--- src/rtl/nes_controller_datapath_if.sv ---
// Control/status and button-output bundle between the NES controller FSM,
// its datapath and the paddle logic.
interface nes_controller_datapath_if;
    logic [9:0] cw_NESController;
    logic [1:0] sw_NESController;
    logic [7:0] buttons;
    logic       buttons_valid;

    modport master (
        output cw_NESController,
        input  sw_NESController,
        input  buttons,
        input  buttons_valid
    );

    modport slave (
        input  cw_NESController,
        output sw_NESController,
        output buttons,
        output buttons_valid
    );
endinterface

--- src/rtl/nes_controller_datapath.sv ---
// NES controller datapath: poll/pulse counters, latch/clock pins, serial data
// sampling into a shadow register and frame-aligned button commit.
module nes_controller_datapath #(
    parameter int unsigned DELAY_MAX    = 419583,
    parameter int unsigned PULSE_CYCLES = 150
) (
    input  logic                      clk,
    input  logic                      reset,
    nes_controller_datapath_if.slave  dp,
    input  logic                      nes_data,
    output logic                      nes_latch,
    output logic                      nes_pulse
);

    localparam int unsigned DW = $clog2(DELAY_MAX);
    localparam int unsigned PW = $clog2(PULSE_CYCLES);
    localparam logic [DW-1:0] DELAY_LAST = DW'(DELAY_MAX - 1);
    localparam logic [PW-1:0] PULSE_LAST = PW'(PULSE_CYCLES - 1);
    localparam logic [1:0] CTRL_INC = 2'b01;
    localparam logic [1:0] CTRL_CLR = 2'b11;
    localparam logic [3:0] CODE_RIGHT = 4'd8;

    logic [DW-1:0] delay_cnt_q, delay_cnt_d;
    logic [PW-1:0] pulse_cnt_q, pulse_cnt_d;
    logic [1:0]    sync_q, sync_d;
    logic [7:0]    shadow_q, shadow_d;
    logic [7:0]    buttons_q, buttons_d;
    logic          valid_q, valid_d;
    logic          latch_q, latch_d;
    logic          pulse_q, pulse_d;

    logic [1:0] dly_ctrl;
    logic [1:0] pls_ctrl;
    logic [3:0] code;
    logic [2:0] bit_idx;
    logic       delay_term;
    logic       pulse_term;
    logic       sample;
    logic       d_s;

    assign dly_ctrl   = dp.cw_NESController[9:8];
    assign code       = dp.cw_NESController[7:4];
    assign pls_ctrl   = dp.cw_NESController[1:0];
    assign delay_term = (delay_cnt_q == DELAY_LAST);
    assign pulse_term = (pulse_cnt_q == PULSE_LAST);
    assign d_s        = sync_q[1];

    // Status is combinational from the counters so the FSM sees wrap with zero latency.
    assign dp.sw_NESController = {delay_term, pulse_term};
    assign dp.buttons          = buttons_q;
    assign dp.buttons_valid    = valid_q;
    assign nes_latch           = latch_q;
    assign nes_pulse           = pulse_q;

    always_comb begin
        delay_cnt_d = delay_cnt_q;
        pulse_cnt_d = pulse_cnt_q;
        sync_d      = {sync_q[0], nes_data};
        shadow_d    = shadow_q;
        buttons_d   = buttons_q;
        valid_d     = 1'b0;
        latch_d     = dp.cw_NESController[3];
        pulse_d     = dp.cw_NESController[2];
        bit_idx     = 3'(code - 4'd1);
        sample      = (code != 4'd0) && (code <= CODE_RIGHT) && pulse_term;

        case (dly_ctrl)
            CTRL_INC: delay_cnt_d = delay_term ? '0 : delay_cnt_q + DW'(1);
            CTRL_CLR: delay_cnt_d = '0;
            default:  delay_cnt_d = delay_cnt_q;
        endcase

        case (pls_ctrl)
            CTRL_INC: pulse_cnt_d = pulse_term ? '0 : pulse_cnt_q + PW'(1);
            CTRL_CLR: pulse_cnt_d = '0;
            default:  pulse_cnt_d = pulse_cnt_q;
        endcase

        // Right is the last bit of a frame: commit the whole word alongside it.
        if (sample) begin
            shadow_d[bit_idx] = ~d_s;
            if (code == CODE_RIGHT) begin
                buttons_d = {~d_s, shadow_q[6:0]};
                valid_d   = 1'b1;
            end
        end
    end

    always_ff @(posedge clk) begin
        if (reset) begin
            delay_cnt_q <= '0;
            pulse_cnt_q <= '0;
            sync_q      <= 2'b11;
            shadow_q    <= '0;
            buttons_q   <= '0;
            valid_q     <= 1'b0;
            latch_q     <= 1'b0;
            pulse_q     <= 1'b0;
        end else begin
            delay_cnt_q <= delay_cnt_d;
            pulse_cnt_q <= pulse_cnt_d;
            sync_q      <= sync_d;
            shadow_q    <= shadow_d;
            buttons_q   <= buttons_d;
            valid_q     <= valid_d;
            latch_q     <= latch_d;
            pulse_q     <= pulse_d;
        end
    end

endmodule

--- src/flat_wrapper.sv ---
// flat-port wrapper written by rule: the top's interface ports become plain ports
module nes_controller_datapath_flat 
#(
    parameter int unsigned DELAY_MAX    = 419583,
    parameter int unsigned PULSE_CYCLES = 150
)
  (clk, reset, nes_data, nes_latch, nes_pulse, dp_cw_NESController, dp_sw_NESController, dp_buttons, dp_buttons_valid);
  nes_controller_datapath_if dp_i ();
  input  logic clk;
  input  logic reset;
  input  logic nes_data;
  output logic nes_latch;
  output logic nes_pulse;
  input wire logic [$bits(dp_i.cw_NESController)-1:0] dp_cw_NESController;
  output wire logic [$bits(dp_i.sw_NESController)-1:0] dp_sw_NESController;
  output wire logic [$bits(dp_i.buttons)-1:0] dp_buttons;
  output wire logic [$bits(dp_i.buttons_valid)-1:0] dp_buttons_valid;
  assign dp_i.cw_NESController = dp_cw_NESController;
  assign dp_sw_NESController = dp_i.sw_NESController;
  assign dp_buttons = dp_i.buttons;
  assign dp_buttons_valid = dp_i.buttons_valid;
  nes_controller_datapath #(.DELAY_MAX(DELAY_MAX), .PULSE_CYCLES(PULSE_CYCLES)) u_core (.clk(clk), .reset(reset), .dp(dp_i), .nes_data(nes_data), .nes_latch(nes_latch), .nes_pulse(nes_pulse));
endmodule
--- config.mk ---
export PLATFORM = sky130hd
export DESIGN_NAME = nes_controller_datapath_flat
export DESIGN_NICKNAME = d
export VERILOG_FILES = /design/src/rtl/nes_controller_datapath_if.sv /design/src/rtl/nes_controller_datapath.sv /design/src/flat_wrapper.sv
export SDC_FILE = /design/constraint.sdc
export NUM_CORES = 1
export LEC_CHECK = 0
export ABC_AREA = 1
export CAP_MARGIN = 40
export CORE_MARGIN = 2
export CORE_UTILIZATION = 51
export DETAILED_ROUTE_END_ITERATION = 6
export PLACE_DENSITY_LB_ADDON = 0.08
export SETUP_SLACK_MARGIN = 0.4
export SYNTH_ARGS = -nofsm -noshare
export SYNTH_HDL_FRONTEND = slang
export SYNTH_SLANG_ARGS = --single-unit
--- constraint.sdc ---
create_clock -name clk -period 1.2 [get_ports clk]
set_input_delay 0.12 -clock clk [delete_from_list [all_inputs] [get_ports clk]]
set_output_delay 0.12 -clock clk [all_outputs]
set_load 0.02 [all_outputs]
After elaboration in Yosys (flattened, before gate mapping)
Cells that the tools add are included. W data, S select, Z words.

Add/sub/neg operators: 3. Order comparisons: 3. Equality and inequality tests: 7. Muxes and demuxes: 8. Bitwise gates (word level): 2. Reductions and logical operators: 8.

Operators by type and width (count): $pmux W19 S2 (1); $add A19 B1 Y19 const B (1); $eq A19 B19 Y1 const B (1); $mux W19 (1); $pmux W8 S2 (1); $add A8 B1 Y8 const B (1); $bwmux W8 (1); $eq A8 B8 Y1 const B (1); $mux W8 (1); $eq A2 B1 Y1 const B (2); $eq A2 B2 Y1 const B (2); $eq A4 B4 Y1 const B (1); $le A4 B4 Y1 const B (1); $lt A3 B4 Y1 const B (1); $reduce_bool A2 Y1 (2); $reduce_bool A4 Y1 (1); $demux W1 S3 (1); $ge A3 B1 Y1 const B (1); $logic_and A1 B1 Y1 (3); $sub A3 B1 Y3 const B (1); $mux W1 (2); $not A1 Y1 (2); $reduce_and A2 Y1 (1); $reduce_or A2 Y1 (1).

Register bits: 48. Input port bits: 13. Output and inout port bits: 13. Word-level logic and storage cells: 39.

Logic depth before layout (Yosys ltp)
Gate-level depths: netlist of run 1.

Word-level depth: 6. Mapped depth: 11. Gate-level depth less buffers: 11.

Worst setup path before layout of run 1
No wires, ideal clock.

Kind: register -> register. Start point: register u_core.pulse_cnt_q[0]. End point: register u_core.shadow_q[6]. Library setup time: 0.132 ns. Arrival: 1.230 ns. Data required time: 1.068 ns. Slack: -0.162 ns. Cell stages (with the launch flop): 9. Path buffers: 1. Period minus slack after synthesis: 1.362 ns. Path through: dfxtp_1 ha_1 nand4_2 nor2_4 and2_4 buf_8 nand2_1 nand2_1 a21oi_1.

Word-level cells in the longest chain between the ends: 2.

RTL lines: from (decl) (RTL line nes_controller_datapath.sv:24) `logic [PW-1:0] pulse_cnt_q, pulse_cnt_d;`; from (signal assigned) (RTL line nes_controller_datapath.sv:101) `pulse_cnt_q <= pulse_cnt_d;`; $eq A8 B8 Y1 (RTL line nes_controller_datapath.sv:45) `assign pulse_term = (pulse_cnt_q == PULSE_LAST);`; net u_core.pulse_term (RTL line nes_controller_datapath.sv:37) `logic pulse_term;`; $logic_and A1 B1 Y1 (RTL line nes_controller_datapath.sv:65) `sample = (code != 4'd0) && (code <= CODE_RIGHT) && pulse_term;`; to (signal assigned) (RTL line nes_controller_datapath.sv:103) `shadow_q <= shadow_d;`; to (decl) (RTL line nes_controller_datapath.sv:26) `logic [7:0] shadow_q, shadow_d;`.

The timed path passes the listed nets, and every way through them passes these cells. A chain may end at the register's enable or synchronous reset.

Final worst setup path of run 1
Start point: register u_core.delay_cnt_q[0]. End point: register u_core.delay_cnt_q[10].

Word-level cells in the longest chain between the ends: 3. Elaborated cells between the ends (all ways): 4. Classes of those cells: add/sub: 1; eq/ne: 1; mux: 2.

RTL lines: from (decl) (RTL line nes_controller_datapath.sv:23) `logic [DW-1:0] delay_cnt_q, delay_cnt_d;`; from (signal assigned) (RTL line nes_controller_datapath.sv:100) `delay_cnt_q <= delay_cnt_d;`; $add A19 B1 Y19 / $eq A19 B19 Y1 (equally long branches) (RTL line nes_controller_datapath.sv:68, nes_controller_datapath.sv:44); $mux W19 * (RTL line nes_controller_datapath.sv:68) `CTRL_INC: delay_cnt_d = delay_term ? '0 : delay_cnt_q + DW'(1);`; $pmux W19 S2 * (RTL line nes_controller_datapath.sv:67) `case (dly_ctrl)`.

Every way passes the cells marked *; elsewhere a longest branch is shown, timed or not.

==> impl_metrics.py, run 1 <==
metrics = {
    "min_path": {
        "hp-class": "primary input to flip-flop",
    },
    "sta": {
        "fmax_ghz": 0.656,
        "period_needed_ns": 1.53,
        "drv_slew": 0,
        "post-route-period-util_pct": 127,
        "postLayoutSetupSlackWorst_ns": -0.325,
        "finalHoldViolations": 0,
        "finalSetupViolations": 45,
        "rsz0062_at_grt": "true",
        "tightest_slew_ns": 0.404,
        "finClkSkew_ns": 0.0132,
        "maxSlewHeadroom_pct": 73.0,
    },
    "yosys": {
        "muxShareOfSynthArea_pct": 0,
        "yosys.area.top_type": "dfxtp_1",
        "synth_top_family_by_area": "simple AND/OR/NAND/NOR gates",
        "synth_nets": 382,
        "synthSimpleGateAreaFrac_pct": 40.2,
        "yosys.area.top_type_share_pct": 38.5,
        "synth_area_leaders": "dfxtp_1 (39%), nand2_1 (15%), nor2_1 (9.5%)",
        "synthesis.area_sq_um": 2440,
        "yosysWarnings": 0,
        "synth_seq_area_share_pct": 38.5,
        "synth_xor_area_share_pct": 3.23,
        "synth_compound_gate_area_share_pct": 6.35,
        "ys_ff_latch": 47,
        "avgSynthCellArea_sq_um": 6.71,
        "syn-instance-count": 364,
        "synthAdderAreaFrac_pct": 2.56,
        "yosysUniqueCellTypes": 32,
    },
    "critical_path": {
        "cp_max_fo": 5,
        "reg2reg_depth": 11,
        "r2r-start": "u_core.delay_cnt_q[0]$_SDFFE_PP0P_",
        "required_ns": 1.44,
        "slowest_stage": "dfxtp_4",
        "cp.arrival_ns": 1.76,
        "critPathLaunchType": "flip-flop",
        "worstSetupStartpoint": "u_core.delay_cnt_q[0]$_SDFFE_PP0P_",
        "end_kind": "flip-flop",
        "crit_end": "u_core.delay_cnt_q[10]$_SDFFE_PP0P_",
        "r2r_end": "u_core.delay_cnt_q[10]$_SDFFE_PP0P_",
        "worstSetupPathType": "flip-flop to flip-flop",
        "max_stage_delay_ns": 0.37,
        "path_cells": "inv_4, ha_4, buf_4, buf_6, nand3_4, nor2_4, nand2_4, nand2_4, nand2_8, nand2_1, a21oi_1",
        "cp_common_cell": "nand2_4",
        "rrSetupSlack_ns": -0.33,
    },
    "pwr": {
        "peakVddDrop_uv": 891,
        "power_density_nw_per_um2": 788,
        "power_mw": 3.23,
        "p_leak_nw": 1.78,
    },
    "final_layout": {
        "antenna_cells": 0,
        "fin_nets": 488,
        "nFillCells": 206,
        "postLayoutCellArea_sq_um": 4100,
        "syn_to_final_growth_pct": 67.9,
        "multi_input_area_sq_um": 1840,
        "seqCellArea_sq_um": 981,
        "drive_gt1_share_pct": 51.6,
    },
    "floorplan": {
        "die_w_um": 73.2,
        "io_pins": 26,
        "initial_core_util_pct": 52.4,
        "rows": 25,
        "fp.dieH_um": 73.2,
        "die_area_sq_um": 5360,
        "coreArea_sq_um": 4660,
    },
    "placement": {
        "routabilityCongestion": 0.866,
        "place_area_sq_um": 3410,
        "io_buffer_count": 25,
        "place_hpwl_um": 4600,
    },
    "drt": {
        "wl_um": 8590,
        "ant_nets": 0,
        "drt_iter0_markers": 225,
        "vias": 2914,
        "drtPass1Iterations": 5,
        "routedWlPerCell_um": 16.4,
        "drc_errors": 0,
        "avgViaCountPerCell": 5.55,
    },
    "global_routing": {
        "overflow": 0,
        "grt_pass1_wl_um": 11900,
        "antenna_found_initial": 0,
        "grtUsageTotal_pct": 28.6,
        "grt_max_degree": 17,
        "grt_pass1_vias": 2678,
    },
    "clock_network": {
        "postCtsHoldBufs": 0,
        "clock_latency_ns": 0.31,
        "clockBufferDepth": 2,
        "clk_pin_slew_ns": 0.10,
        "clock-sinks": 47,
        "cts_tree": "yes",
        "clockRootBuffer": "clkbuf_8",
        "cts-buffers-inserted": 5,
        "h-tree-depth": 2,
    },
    "status": {
        "status": "finished with violations",
        "violations": "negative setup slack",
    },
    "run": {
        "cap_viol_max_count": 0,
    },
}
[worst max-delay path: cells and delay by family (launching register included)]
kind | cells | cell delay, ns
adders and majority gates | 1 | 0.15
DFF | 1 | 0.37
and+or+nand+nor | 6 | 0.50
AOI/OAI and AO/OA | 1 | 0.16
buffers and inverters | 3 | 0.28
[sequential cells by signal (all words and copies together), names as in the netlist]
| name | count |
|---|---|
| u_core.dp.buttons_valid | 1 |
| u_core.shadow_q | 7 |
| u_core.delay_cnt_q | 19 |
| u_core.nes_latch | 1 |
| u_core.dp.buttons | 8 |
| u_core.sync_q | 2 |
| u_core.pulse_cnt_q | 8 |
| u_core.nes_pulse | 1 |
[where the power goes]
part / internal [mW] / switching, mW / total [mW] / leakage [nW]
combinational: 0.177 / 0.228 / 0.405 / 1.32
sequential: 1.57 / 0.0120 / 1.58 / 0.393
clock: 0.633 / 0.613 / 1.25 / 0.0587
[timing repair]
item / 4_1_cts / 5_1_grt
setup endpoints to repair: 58 / 56
gates resized for setup: 145 / 74
setup buffers: 5 / 4
pin swaps: 19 / 31
hold endpoints to repair: 0 / 0
cloned: 3 / 0
[layer usage]
layer	up-vias	GRT usage, %	wire length, um
met5	-	0	0
met4	0	7.20	237
met3	33	5.52	623
met2	155	48.5	4160
met1	1346	37.2	3560
li1	1380	-	-
[worst min-delay path by stage]
stage,cells past startpoint,startpoint,to
finish,3,dp_cw_NESController[2],u_core.nes_pulse$_SDFF_PP0_
global route,3,dp_cw_NESController[2],u_core.nes_pulse$_SDFF_PP0_
CTS,3,reset,u_core.delay_cnt_q[13]$_SDFFE_PP0P_
detailed placement,1,u_core.sync_q[0]$_SDFF_PP1_,u_core.sync_q[1]$_SDFF_PP1_
global placement,1,u_core.sync_q[0]$_SDFF_PP1_,u_core.sync_q[1]$_SDFF_PP1_
floorplan,1,reset,u_core.shadow_q[0]$_SDFFE_PP0P_
[metrics by stage]
stage | instances | setup WS [ns] | utilization, % | TNS (ns) | hold WS, ns
detailed placement | 505 | -0.538 | 73.1 | -11.23 | 0.398
finish | 525 | -0.325 | 88.0 | -9.49 | 0.323
CTS | 521 | -0.318 | 81.8 | -6.52 | 0.287
floorplan | 364 | -0.0928 | - | -0.867 | 0.189
global route | 525 | -0.379 | 88.0 | -12.13 | 0.324
global placement | 505 | -0.489 | 73.1 | -10.28 | 0.391
[synthesized netlist by cell type, drive strengths merged]
cell type  instances
o21a               1
inv               41
nor3b              1
nand3b             2
nand4              8
nand2             96
nand3             32
xnor2              1
or2                3
a21o               1
nor2              65
clkbuf             5
buf                6
xor2               8
dfxtp             47
ha                 5
o21ai             10
nor4b              1
nor4               2
and2               3
a21oi             18
nor3               8
[layout by cell type, fill, tap and decap left out, types with 6 or more instances in the layout]
cell,n
buf_4,64
nand2_1,63
nor2_1,43
inv_1,33
buf_6,30
nand2_2,25
dfxtp_1,23
dfxtp_2,20
nand3_1,16
nor2_2,14
nand3_2,12
a21oi_2,12
clkdlybuf4s50_1,10
nor2_4,8
xor2_1,8
inv_2,7
nand2_4,6
nand4_1,6
a21oi_1,6
[kinds of logic after synthesis]
family / count (synthesis)
and+or+nand+nor: 221
buffers and inverters: 52
DFF: 47
AOI/OAI and AO/OA: 30
xor gates and xnor gates: 9
adders and majority gates: 5
[cell type report]
class,instances,area share (%)
Multi-Input combinational cell,268,44.9
Inverter,41,3.81
Tap cell,54,1.65
Clock buffer,5,1.68
Timing Repair Buffer,107,22.9
Clock inverter,3,1.16
Sequential cell,47,23.9
Note: power is estimated with default switching activity, not from simulation.
==> run 2, diff against run 1 <==
- CTS_CLUSTER_DIAMETER: default -> 30
==> results of run 2 <==
The final DEF is identical to that of run 1; final timing and power are the same.
